--- src/rtl/servo_pkg.sv ---
// Shared definitions for the servo command scheduler: command width,
// scheduler state encoding and the default clamp / failsafe values.
// Optional slew limiting is selected elsewhere with the SERVO_SLEW_EN macro.
package servo_pkg;

   localparam int CMD_W = 10;

   localparam logic [CMD_W-1:0] DEFAULT_CMD_MAX      = 10'd1000;
   localparam logic [CMD_W-1:0] DEFAULT_FAILSAFE_CMD = 10'd0;
   localparam logic [CMD_W-1:0] DEFAULT_SLEW_STEP    = 10'd16;

   typedef enum logic {
      FS  = 1'b0,
      RUN = 1'b1
   } state_t;

endpackage

--- src/rtl/servo_slew.sv ---
// One channel's slew step: moves the current command toward the target
// by no more than step_size. Only instantiated when SERVO_SLEW_EN is defined.
module servo_slew
   import servo_pkg::*;
(
   input  logic [CMD_W-1:0] cur_cmd,
   input  logic [CMD_W-1:0] target_cmd,
   input  logic [CMD_W-1:0] step_size,
   output logic [CMD_W-1:0] next_cmd
);

   // Land exactly on the target when it is within one step, otherwise take a full step toward it
   always_comb begin
      next_cmd = target_cmd;
      if (target_cmd > cur_cmd) begin
         if ((target_cmd - cur_cmd) > step_size) begin
            next_cmd = cur_cmd + step_size;
         end
      end else if ((cur_cmd - target_cmd) > step_size) begin
         next_cmd = cur_cmd - step_size;
      end
   end

endmodule

--- src/rtl/servo_sched.sv ---
// Servo command scheduler: buffers host writes in a shadow bank and commits
// them to the servo generators at frame boundaries, falling back to a
// failsafe command when the host stops updating.
// Optional feature: define SERVO_SLEW_EN to rate-limit commits while running.
module servo_sched
   import servo_pkg::*;
#(
   parameter int               NCH            = 4,
   parameter int               TIMEOUT_FRAMES = 50,
   parameter logic [CMD_W-1:0] FAILSAFE_CMD   = DEFAULT_FAILSAFE_CMD,
   parameter logic [CMD_W-1:0] CMD_MAX        = DEFAULT_CMD_MAX,
   parameter logic [CMD_W-1:0] SLEW_STEP      = DEFAULT_SLEW_STEP
) (
   input  logic                     CLK,
   input  logic                     RST,
   input  logic                     WR_VALID,
   output logic                     WR_READY,
   input  logic [$clog2(NCH)-1:0]   WR_CH,
   input  logic [CMD_W-1:0]         WR_DATA,
   input  logic                     FRAME_TICK,
   output logic [NCH*CMD_W-1:0]     CMD_OUT,
   output logic                     FAILSAFE,
   output logic                     UPD
);

   localparam int               CNT_W     = $clog2(TIMEOUT_FRAMES + 1);
   localparam logic [CNT_W-1:0] CNT_LIMIT = CNT_W'(TIMEOUT_FRAMES);

   state_t           state;
   state_t           state_next;
   logic [NCH-1:0]   dirty;
   logic [NCH-1:0]   dirty_after;
   logic [CMD_W-1:0] shadow [NCH];
   logic [CMD_W-1:0] cmd_q  [NCH];
   logic [CMD_W-1:0] target [NCH];
   logic [CNT_W-1:0] frame_cnt;
   logic [CNT_W-1:0] cnt_inc;
   logic             commit;
   logic             timeout;
   logic             wr_fire;
   logic [CMD_W-1:0] wr_clamped;
   logic             upd_q;

   // Writes are refused during a frame tick so the shadow bank is stable while it is committed
   always_comb begin
      WR_READY   = !RST && !FRAME_TICK;
      wr_fire    = WR_VALID && WR_READY;
      wr_clamped = (WR_DATA > CMD_MAX) ? CMD_MAX : WR_DATA;
   end

   // Frame-tick decisions and next-state logic: a pending write always commits, otherwise count idle frames
   always_comb begin
      commit     = FRAME_TICK && (dirty != '0);
      cnt_inc    = frame_cnt + 1'b1;
      timeout    = FRAME_TICK && !commit && (state == RUN) && (cnt_inc == CNT_LIMIT);
      state_next = state;
      case (state)
         FS: begin
            if (commit) state_next = RUN;
         end
         RUN: begin
            if (commit)       state_next = RUN;
            else if (timeout) state_next = FS;
         end
         default: state_next = FS;
      endcase
   end

   // State register
   always_ff @(posedge CLK) begin
      if (RST) state <= FS;
      else     state <= state_next;
   end

`ifdef SERVO_SLEW_EN
   logic [CMD_W-1:0] slewed [NCH];

   for (genvar i = 0; i < NCH; i++) begin : g_slew
      servo_slew u_slew (
         .cur_cmd    (cmd_q[i]),
         .target_cmd (shadow[i]),
         .step_size  (SLEW_STEP),
         .next_cmd   (slewed[i])
      );
   end

   // While running, commits are rate-limited and channels still short of their shadow stay dirty
   always_comb begin
      for (int i = 0; i < NCH; i++) begin
         target[i]      = (state == RUN) ? slewed[i] : shadow[i];
         dirty_after[i] = (target[i] != shadow[i]);
      end
   end
`else
   // Every commit copies the shadow bank straight through, so nothing remains pending
   always_comb begin
      for (int i = 0; i < NCH; i++) begin
         target[i] = shadow[i];
      end
      dirty_after = '0;
   end
`endif

   // Datapath: shadow capture, commit to outputs, failsafe override and idle-frame counting
   always_ff @(posedge CLK) begin
      if (RST) begin
         for (int i = 0; i < NCH; i++) begin
            shadow[i] <= '0;
            cmd_q[i]  <= FAILSAFE_CMD;
         end
         dirty     <= '0;
         frame_cnt <= '0;
         upd_q     <= 1'b0;
      end else begin
         upd_q <= commit;
         if (commit) begin
            for (int i = 0; i < NCH; i++) begin
               cmd_q[i] <= target[i];
            end
            dirty     <= dirty_after;
            frame_cnt <= '0;
         end else begin
            if (timeout) begin
               for (int i = 0; i < NCH; i++) begin
                  cmd_q[i] <= FAILSAFE_CMD;
               end
            end
            if (FRAME_TICK && (state == RUN)) begin
               frame_cnt <= cnt_inc;
            end
            if (wr_fire) begin
               shadow[WR_CH] <= wr_clamped;
               dirty[WR_CH]  <= 1'b1;
            end
         end
      end
   end

   for (genvar i = 0; i < NCH; i++) begin : g_out
      assign CMD_OUT[i*CMD_W +: CMD_W] = cmd_q[i];
   end

   assign FAILSAFE = (state == FS);
   assign UPD      = upd_q;

endmodule

--- config.mk ---
export PLATFORM = sky130hd
export DESIGN_NAME = servo_sched
export DESIGN_NICKNAME = d
export VERILOG_FILES = /design/src/rtl/servo_pkg.sv /design/src/rtl/servo_slew.sv /design/src/rtl/servo_sched.sv
export SDC_FILE = /design/constraint.sdc
export NUM_CORES = 1
export LEC_CHECK = 0
export CAP_MARGIN = 10
export CORE_MARGIN = 2
export CORE_UTILIZATION = 47
export DETAILED_ROUTE_END_ITERATION = 16
export PLACE_DENSITY = 0.83
export SLEW_MARGIN = 20
export SYNTH_ARGS = -nofsm -noshare
export SYNTH_HDL_FRONTEND = slang
export SYNTH_SLANG_ARGS = --single-unit
--- constraint.sdc ---
create_clock -name CLK -period 2.22 [get_ports CLK]
set_clock_uncertainty 0.1 [all_clocks]
set_input_delay 0.333 -clock CLK [delete_from_list [all_inputs] [get_ports CLK]]
set_output_delay 0.333 -clock CLK [all_outputs]
set_load 0.02 [all_outputs]
==> impl_metrics.env <==
export IMPL_grt_start_max_net_pins=23
export IMPL_drt_iter0_drc=136
export IMPL_p_int_mw=2.668
export IMPL_outcome="complete, no violations"
export IMPL_drive_above_1_share_pct=12.29
export IMPL_via_per_inst=5.079
export IMPL_placed_area_sq_um=4413
export IMPL_cts_max_level=3
export IMPL_cts_root_buf="clkbuf_8"
export IMPL_initial_core_util_pct=48.98
export IMPL_netlist_instances=276
export IMPL_post_drt_wl_per_cell_microns=14.91
export IMPL_hpwl_microns=4859
export IMPL_cap_viol_max_count=0
export IMPL_num_io_pins=59
export IMPL_hold_ws_ns=0.3791
export IMPL_r2r_setup_slack_ns=0.14
export IMPL_grt_use_total_pct=17.25
export IMPL_p_seq_share_pct=56.7
export IMPL_antenna_found_initial=0
export IMPL_hold_class="reg2reg"
export IMPL_drtAntennaViolNets=0
export IMPL_setup_viol=0
export IMPL_tightest_slew_ns=0.9454
export IMPL_max_freq_ghz=0.4681
export IMPL_cts_setup_buffers=0
export IMPL_synth_edf_count=60
export IMPL_synth_seq_cells=92
export IMPL_finalWirelength_microns=6812
export IMPL_power_density_nw_per_um2=736.4
export IMPL_slowest_stage="clkdlybuf4s50_1"
export IMPL_fill_cells=527
export IMPL_ys_top_cells_by_area="edfxtp_1, dfxtp_1, and2_1"
export IMPL_p_leak_nw=1.819
export IMPL_synth_nets=294
export IMPL_yosys_area_top_type_share_pct=50.17
export IMPL_p_switching_mw=0.7334
export IMPL_io_buffers=58
export IMPL_layout_area_seq_sq_um=2442
export IMPL_core_sq_um=7331
export IMPL_clock_latency_ns=0.36
export IMPL_yosys_warnings=0
export IMPL_clkTransAtPathRegs_ns=0.08
export IMPL_cts_tree="done"
export IMPL_cp_arrival_ns=1.70
export IMPL_multi_input_comb_area_sq_um=1060
export IMPL_die_x_microns=91.41
export IMPL_rsz0062_at_grt="false"
export IMPL_finalPower_mw=3.402
export IMPL_yosysUniqueCellTypes=35
export IMPL_finalCriticalPeriod_ns=2.136
export IMPL_crit_family="buffers and inverters"
export IMPL_maxSlewViolCount=0
export IMPL_startpoint_type="primary input"
export IMPL_combPwrFrac_pct=8.8
export IMPL_area_growth_pct=28.64
export IMPL_cp_end_kind="output port"
export IMPL_crit_type="in2out"
export IMPL_post_synth_top_count_cell="edfxtp_1"
export IMPL_die_area_sq_um=8356
export IMPL_max_stage_delay_ns=0.63
export IMPL_path_buf_inv=2
export IMPL_grt_overflow_total=0
export IMPL_avgSynthCellArea_sq_um=13.01
export IMPL_final_area_sq_um=4619
export IMPL_clock_power_share_pct=34.4
export IMPL_ys_seq_area_share_pct=68.01
export IMPL_synthTopCellsByCount="edfxtp_1, and2_1, nor2_1"
export IMPL_critPathMaxFanout=4
export IMPL_finalCritPeriodShare_pct=96.23
export IMPL_drtPass1Iterations=4
export IMPL_grt_pass1_wl_microns=10890
export IMPL_numCtsBuffers=9
export IMPL_crit_top_cell="clkdlybuf4s50_1"
export IMPL_clockBufferDepth=2
export IMPL_cts_sink_count=92
export IMPL_final_nets=372
export IMPL_fin_util_pct=63.01
export IMPL_fin_setup_tns_ns=0
export IMPL_ys_flop_type="edfxtp_1"
export IMPL_async_flop_share_pct=0
export IMPL_cts_resized_gates=0
export IMPL_postCtsHoldBufs=0
export IMPL_crit_chain="clkdlybuf4s50_1 > nor2_2 > clkdlybuf4s50_1"
export IMPL_vias=2321
export IMPL_antenna_cells=0
export IMPL_peakVddDrop_v=0.0003728
export IMPL_mappedNetlistArea_sq_um=3591
export IMPL_grt_pass1_vias=2222
export IMPL_route_detailed_drc=0
export IMPL_num_rows=31
export IMPL_gp_routability_congestion=0.8335
export IMPL_netlist_top_cell_by_area="edfxtp_1"
export IMPL_p_sw_share_pct=21.56
export IMPL_cp_required_ns=1.79
export IMPL_slew_headroom_pct=36.74
export IMPL_fp_dieH_microns=91.41
export IMPL_hold_viol=0
## registers in the layout, summed over array words and instances (netlist names)
name / cells
cmd_q: 40
shadow: 40
frame_cnt: 6
dirty: 4
UPD: 1
state: 1
## routing by layer
layer	part of all wire [%]	vias to the layer above	GRT usage [%]
met5	0	-	0
met4	2.9	0	9.470
met3	5.8	14	3.071
li1	-	1128	-
met1	43	1090	22.62
met2	49	89	27.14
## worst register-to-register path: cells and delay by family (launching register included)
kind	cells	cell delay [ns]
and+or+nand+nor	2	0.64
DFF	1	0.32
AOI/OAI and AO/OA	2	0.51
adders and majority gates	1	0.20
## power groups by stage
stage          clock network, mW  registers (mW)  logic [mW]
2_1_floorplan                  0            2.00      0.0994
3_3_place_gp                   0            1.97       0.293
3_5_place_dp                   0            1.97       0.300
4_1_cts                     1.19            1.93       0.302
5_1_grt                     1.25            1.94       0.320
6_report                    1.17            1.93       0.301
## final timing paths
path / startpoint / to / cells past startpoint
max: RST / WR_READY / 3
min: dirty[0] / dirty[0] / 2
max reg2reg: frame_cnt[0] / cmd_q[2][4] / 5
min reg2reg: dirty[0] / dirty[0] / 2
## per-stage QoR
step | setup WS (ns) | instances
final | 0.08371 | 457
after global routing | 0.05982 | 457
after CTS | 0.02944 | 457
after detailed placement | -0.06288 | 442
after global placement | 0.01897 | 442
after floorplan | 0.08834 | 276
## layout make-up
cell class,instances,area share (%)
Clock buffer,10,2.763
Multi-Input combinational cell,166,22.94
Sequential cell,92,52.87
Clock inverter,5,1.652
Timing Repair Buffer,80,16.68
Tap cell,99,2.681
Inverter,5,0.4063
## cell families (layout without fill, tap and decap cells)
family,after synthesis,in the layout,share of synthesized area (%)
AO/OA/AOI/OAI,10,10,2.822
XOR/XNOR,5,5,1.219
adder cells (fa/ha/maj),2,2,0.6968
buffers and inverters,18,100,2.543
flip-flops,92,92,68.01
multiplexers,19,19,5.296
AND/OR/NAND/NOR,130,130,19.41
## layout by cell type, fill, tap and decap left out, types with 3 or more instances in the layout
cell / count
dfxtp_1: 32
nand2b_1: 4
nand3b_1: 3
nand2_1: 7
buf_4: 20
nand3_1: 6
inv_1: 5
edfxtp_1: 60
mux2i_1: 19
xor2_1: 4
and3_1: 4
nor3_1: 19
nor2_1: 34
clkdlybuf4s50_1: 58
and2_1: 41
clkbuf_8: 9
Power figures use the tool's default switching activity.
